`config.mk`:
```
export PLATFORM = sky130hd
export DESIGN_NAME = ft_mem_arbiter
export DESIGN_NICKNAME = d
export VERILOG_FILES = /design/src/rtl/ft_mem_pkg.sv /design/src/rtl/ft_id_fifo.sv /design/src/rtl/ft_mem_arbiter.sv
export SDC_FILE = /design/constraint.sdc
export NUM_CORES = 1
export LEC_CHECK = 0
export ABC_AREA = 1
export BUFFER_PORTS_ARGS = -buffer_cell sky130_fd_sc_hd__buf_4
export CELL_PAD_IN_SITES_DETAIL_PLACEMENT = 1
export CELL_PAD_IN_SITES_GLOBAL_PLACEMENT = 1
export CORE_AREA = 2 2 110 112
export CTS_CLUSTER_DIAMETER = 200
export CTS_CLUSTER_SIZE = 28
export DETAILED_ROUTE_END_ITERATION = 10
export DIE_AREA = 0 0 112 114
export GPL_TIMING_DRIVEN = 0
export PLACE_DENSITY_LB_ADDON = 0.1
export SYNTH_ARGS = -nofsm -noshare
export SYNTH_HDL_FRONTEND = slang
export SYNTH_SLANG_ARGS = --single-unit
```
`constraint.sdc`:
```
create_clock -name clk_i -period 2.3 [get_ports clk_i]
set_input_delay 0.23 -clock clk_i [delete_from_list [all_inputs] [get_ports clk_i]]
set_output_delay 0.23 -clock clk_i [all_outputs]
set_load 0.01 [all_outputs]
```
`src/rtl/ft_mem_pkg.sv`:
```
// Shared types for the dual-core data-memory arbiter.
// Core IDs, core count and the per-core request bundle.
package ft_mem_pkg;

    localparam int NUM_CORES = 2;
    localparam int REQ_AW    = 32;
    localparam int REQ_DW    = 32;

    typedef logic core_id_t;

    typedef struct packed {
        logic [REQ_AW-1:0]   addr;
        logic                we;
        logic [REQ_DW/8-1:0] be;
        logic [REQ_DW-1:0]   wdata;
    } mem_req_t;

endpackage

```
`src/rtl/ft_id_fifo.sv`:
```
// In-order FIFO of issuing core IDs for granted transactions.
// Head names the core that owns the next memory response.
module ft_id_fifo
    import ft_mem_pkg::*;
#(
    parameter int DEPTH = 2,
    localparam int PW = (DEPTH > 1) ? $clog2(DEPTH) : 1,
    localparam int CW = $clog2(DEPTH + 1)
) (
    input  logic     clk_i,
    input  logic     rst_ni,
    input  logic     push_i,
    input  logic     pop_i,
    input  core_id_t data_i,
    output core_id_t data_o,
    output logic     empty_o,
    output logic     full_o
);

    core_id_t        mem_q [DEPTH];
    logic [PW-1:0]   wptr_q, wptr_d;
    logic [PW-1:0]   rptr_q, rptr_d;
    logic [CW-1:0]   count_q, count_d;

    always_comb begin
        wptr_d  = wptr_q;
        rptr_d  = rptr_q;
        count_d = count_q;
        if (push_i) begin
            wptr_d = (wptr_q == PW'(DEPTH - 1)) ? '0 : wptr_q + PW'(1);
        end
        if (pop_i) begin
            rptr_d = (rptr_q == PW'(DEPTH - 1)) ? '0 : rptr_q + PW'(1);
        end
        if (push_i && !pop_i) begin
            count_d = count_q + CW'(1);
        end else if (!push_i && pop_i) begin
            count_d = count_q - CW'(1);
        end
    end

    always_ff @(posedge clk_i or negedge rst_ni) begin
        if (!rst_ni) begin
            wptr_q  <= '0;
            rptr_q  <= '0;
            count_q <= '0;
            for (int i = 0; i < DEPTH; i++) begin
                mem_q[i] <= 1'b0;
            end
        end else begin
            wptr_q  <= wptr_d;
            rptr_q  <= rptr_d;
            count_q <= count_d;
            if (push_i) begin
                mem_q[wptr_q] <= data_i;
            end
        end
    end

    assign data_o  = mem_q[rptr_q];
    assign empty_o = (count_q == '0);
    assign full_o  = (count_q == CW'(DEPTH));

endmodule

```
`src/rtl/ft_mem_arbiter.sv`:
```
// Round-robin 2:1 OBI arbiter for the shared data RAM.
// Holds a stalled request until granted; routes responses in order.
module ft_mem_arbiter
    import ft_mem_pkg::*;
#(
    parameter int ADDR_WIDTH      = 32,
    parameter int DATA_WIDTH      = 32,
    parameter int MAX_OUTSTANDING = 2
) (
    input  logic                         clk_i,
    input  logic                         rst_ni,
    input  logic [1:0]                   core_req_i,
    output logic [1:0]                   core_gnt_o,
    output logic [1:0]                   core_rvalid_o,
    input  logic [2*ADDR_WIDTH-1:0]      core_addr_i,
    input  logic [1:0]                   core_we_i,
    input  logic [2*DATA_WIDTH/8-1:0]    core_be_i,
    input  logic [2*DATA_WIDTH-1:0]      core_wdata_i,
    output logic [DATA_WIDTH-1:0]        core_rdata_o,
    output logic                         mem_req_o,
    input  logic                         mem_gnt_i,
    input  logic                         mem_rvalid_i,
    output logic [ADDR_WIDTH-1:0]        mem_addr_o,
    output logic                         mem_we_o,
    output logic [DATA_WIDTH/8-1:0]      mem_be_o,
    output logic [DATA_WIDTH-1:0]        mem_wdata_o,
    input  logic [DATA_WIDTH-1:0]        mem_rdata_i,
    output logic                         err_o
);

    localparam int BW = DATA_WIDTH / 8;

    core_id_t sel;
    core_id_t rr_q, rr_d;
    core_id_t owner_q, owner_d;
    logic     lock_q, lock_d;
    logic     err_q, err_d;
    logic     full, empty, gnt, pop;
    core_id_t head;

    always_comb begin
        sel = rr_q;
        if (lock_q) begin
            sel = owner_q;
        end else if (core_req_i == 2'b01) begin
            sel = 1'b0;
        end else if (core_req_i == 2'b10) begin
            sel = 1'b1;
        end
    end

    assign mem_req_o   = |core_req_i & ~full;
    assign gnt         = mem_req_o & mem_gnt_i;
    assign core_gnt_o  = gnt ? (sel ? 2'b10 : 2'b01) : 2'b00;

    assign mem_addr_o  = sel ? core_addr_i[2*ADDR_WIDTH-1:ADDR_WIDTH]
                             : core_addr_i[ADDR_WIDTH-1:0];
    assign mem_we_o    = sel ? core_we_i[1] : core_we_i[0];
    assign mem_be_o    = sel ? core_be_i[2*BW-1:BW] : core_be_i[BW-1:0];
    assign mem_wdata_o = sel ? core_wdata_i[2*DATA_WIDTH-1:DATA_WIDTH]
                             : core_wdata_i[DATA_WIDTH-1:0];

    // A stalled request keeps its owner so it is never switched mid-handshake.
    always_comb begin
        lock_d  = lock_q;
        owner_d = owner_q;
        rr_d    = rr_q;
        if (gnt) begin
            lock_d = 1'b0;
            rr_d   = ~sel;
        end else if (mem_req_o) begin
            lock_d  = 1'b1;
            owner_d = sel;
        end
    end

    assign pop           = mem_rvalid_i & ~empty;
    assign err_d         = err_q | (mem_rvalid_i & empty);
    assign core_rvalid_o = pop ? (head ? 2'b10 : 2'b01) : 2'b00;
    assign core_rdata_o  = mem_rdata_i;
    assign err_o         = err_q;

    always_ff @(posedge clk_i or negedge rst_ni) begin
        if (!rst_ni) begin
            rr_q    <= 1'b0;
            owner_q <= 1'b0;
            lock_q  <= 1'b0;
            err_q   <= 1'b0;
        end else begin
            rr_q    <= rr_d;
            owner_q <= owner_d;
            lock_q  <= lock_d;
            err_q   <= err_d;
        end
    end

    ft_id_fifo #(
        .DEPTH (MAX_OUTSTANDING)
    ) u_id_fifo (
        .clk_i   (clk_i),
        .rst_ni  (rst_ni),
        .push_i  (gnt),
        .pop_i   (pop),
        .data_i  (sel),
        .data_o  (head),
        .empty_o (empty),
        .full_o  (full)
    );

endmodule

```
==> results_dict.tcl <==
set metrics [dict create \
    status "completed" \
    rows 40 \
    setup_viol 0 \
    tightest_slew_ps 482 \
    endpoint_kind "primary output" \
    grt_max_degree 11 \
    grt_pass1_wl_um 15800 \
    worst_slack_ps 392 \
    clkTransAtPathRegs_ps 40 \
    period_share_pct 83.0 \
    wire_per_inst_um 14.4 \
    antenna_found_initial 0 \
    drt_iter0_markers 80 \
    ys_warn_count 0 \
    syn_to_final_growth_pct 84.4 \
    vdd_ir_drop_max_mv 0.503 \
    synth_cell_types 25 \
    cts_tree "yes" \
    fin_crit_ps 1910 \
    ys.flop_type "dfrtp_1" \
    place_ws_ps 635 \
    dieArea_mm2 0.0128 \
    clock_latency_ps 240 \
    yosys.area.top_type_share_pct 31.7 \
    clock-root-buffer "clkbuf_16" \
    yosysSeqAreaShare_pct 9.78 \
    power.internal_mw 2.62 \
    rsz0062_at_grt "false" \
    top_usage_layer "met2" \
    final_max_slew_viol_count 0 \
    power_density_mw_per_mm2 1110 \
    fin_nets 759 \
    htree_levels 1 \
    p_clk_share_pct 6.7 \
    hold_class "in -> reg" \
    synth_commonest_cells "nand2_4, nand3_1, nand2_2" \
    drc 0 \
    drt_first_pass_iters 4 \
    routed-via-count 3096 \
    yosysTopAreaCell "nand2_4" \
    p_switching_mw 2.62 \
    drive_gt1_share_pct 77.1 \
    syn_area_mm2 0.00256 \
    dpl.hpwl_um 8860 \
    avgSynthCellArea_um2 7.85 \
    n_antenna_cell 0 \
    numClockSinks 10 \
    cts_made_buffers 3 \
    design_area_mm2 0.00472 \
    place_congestion 0.781 \
    grt_use_met3_pct 2.50 \
    cts_resized 0 \
    start_util_pct 21.8 \
    synth_edf_count 0 \
    final-hold-violation-count 0 \
    syn_inst 326 \
    critical_path_arrival_ps 1680 \
    tns_ps 0 \
    critPathKind "reg -> out" \
    fp.coreArea_mm2 0.0117 \
    cap_violations 0 \
    total_power_mw 5.25 \
    power_frac_comb_pct 87.0 \
    grt.total_usage_pct 15.0 \
    ys_seq_elements 10 \
    skew_ps 4.15 \
    io_buffer_count 250 \
    vias_per_cell 4.25 \
    die_h_um 114 \
    synth.most_common_cell "nand2_4" \
    cts_buffer_depth 2 \
    whs_ps 248 \
    maxSlewHeadroom_pct 67.9 \
    synth_area_leaders "nand2_4, nand2_2, nand3_1" \
    synth_nets 503 \
    grt_pass1_vias 3141 \
    antenna_left 0 \
    p_seq_share_pct 6.2 \
    overflow 0 \
    place_area_mm2 0.00462 \
    grtUsageMet2_pct 28.4 \
    crit_fanout 10 \
    sw_frac_of_total_pct 50.0 \
    fmax_mhz 524 \
    gr-usage-met1_pct 18.0 \
    finalWirelength_um 10500 \
    io_pins 283 \
    cp_data_required_time_ps 2070 \
    die_w_um 112 \
    cp-start-kind "flop" \
    p_leak_nw 2.85 \
    synthArstFlopShare_pct 100 \
]
==> kinds of logic (layout without fill, tap and decap cells) <==
logic type	Yosys count	after routing	share of synthesized area (%)
simple gates	244	244	68.5
buf+inv	63	318	18.7
flops	10	10	9.78
compound gates	4	4	1.08
xor+xnor	3	3	1.03
fa+ha+maj	1	1	0.489
mux	1	1	0.391
==> layer usage <==
| metal | up-vias | share of wire (%) | wire [um] |
|---|---|---|---|
| met4 | 0 | 1.1 | 114 |
| met2 | 149 | 54 | 5710 |
| met3 | 9 | 8.0 | 841 |
| met5 | - | 0 | 0 |
| li1 | 1513 | - | - |
| met1 | 1425 | 37 | 3840 |
==> power groups by stage <==
stage          Combinational [mW]  Sequential (mW)  Clock [mW]
6_report                     4.57            0.327       0.353
5_1_grt                      4.96            0.338       0.371
4_1_cts                      4.67            0.329       0.359
3_5_place_dp                 4.65            0.329           0
3_3_place_gp                 4.57            0.327           0
2_1_floorplan                2.90            0.315           0
==> sequential cells by signal, indices dropped and copies added (netlist names) <==
register / flops
u_id_fifo.mem_q: 2
err_o: 1
u_id_fifo.rptr_q: 1
owner_q: 1
rr_q: 1
u_id_fifo.count_q: 2
u_id_fifo.wptr_q: 1
lock_q: 1
==> repair_timing <==
item / in CTS / in global routing
hold buffers: 1 / 0
buffers inserted: 0 / 0
hold endpoints to repair: 10 / 0
==> cells in the final DEF (no fill, tap or decap), types with 2 or more instances in the layout <==
cell type | synthesis | final
clkbuf_16 | 0 | 3
buf_4 | 32 | 282
xnor2_1 | 2 | 2
buf_12 | 7 | 7
nand2_4 | 72 | 72
nand2_2 | 70 | 70
nor2_2 | 2 | 2
nand3_1 | 71 | 71
nor2_1 | 5 | 5
clkbuf_1 | 7 | 7
nand2_1 | 19 | 19
inv_1 | 9 | 9
dfrtp_1 | 10 | 10
nand4_1 | 2 | 2
buf_2 | 7 | 7
==> worst max-delay path, stage by stage, from the launching register on <==
cell,delay [ps]
dfrtp_1,430
nand2_4,200
clkbuf_1,420
nand3_1,180
nand2_2,100
buf_4,120
==> per-stage QoR <==
stage / cells / utilization, %
after global placement: 723 / 39.4
after CTS: 728 / 40.3
final: 728 / 40.3
after global routing: 728 / 40.3
after detailed placement: 723 / 39.4
after floorplan: 326 / -
==> worst paths after layout <==
kind	start	end	slack [ps]	cells past startpoint
max	lock_q	mem_addr_o[7]	390	5
min	mem_rvalid_i	err_o	250	2
max reg2reg	u_id_fifo.count_q[0]	u_id_fifo.count_q[1]	690	7
min reg2reg	err_o	err_o	470	1
max in group asynchronous	rst_ni	lock_q	1790	2
min in group asynchronous	rst_ni	u_id_fifo.mem_q[1]	360	2
==> cell type report <==
type | instances | area [um2]
flip-flops and latches | 10 | 250
clock buffers | 4 | 88.8
inverters | 10 | 37.5
repair buffers | 251 | 1890
well taps | 147 | 184
fillers | 1446 | 6990
plain buffers | 53 | 442
multi-input cells | 253 | 1830
Power figures use the tool's default switching activity.
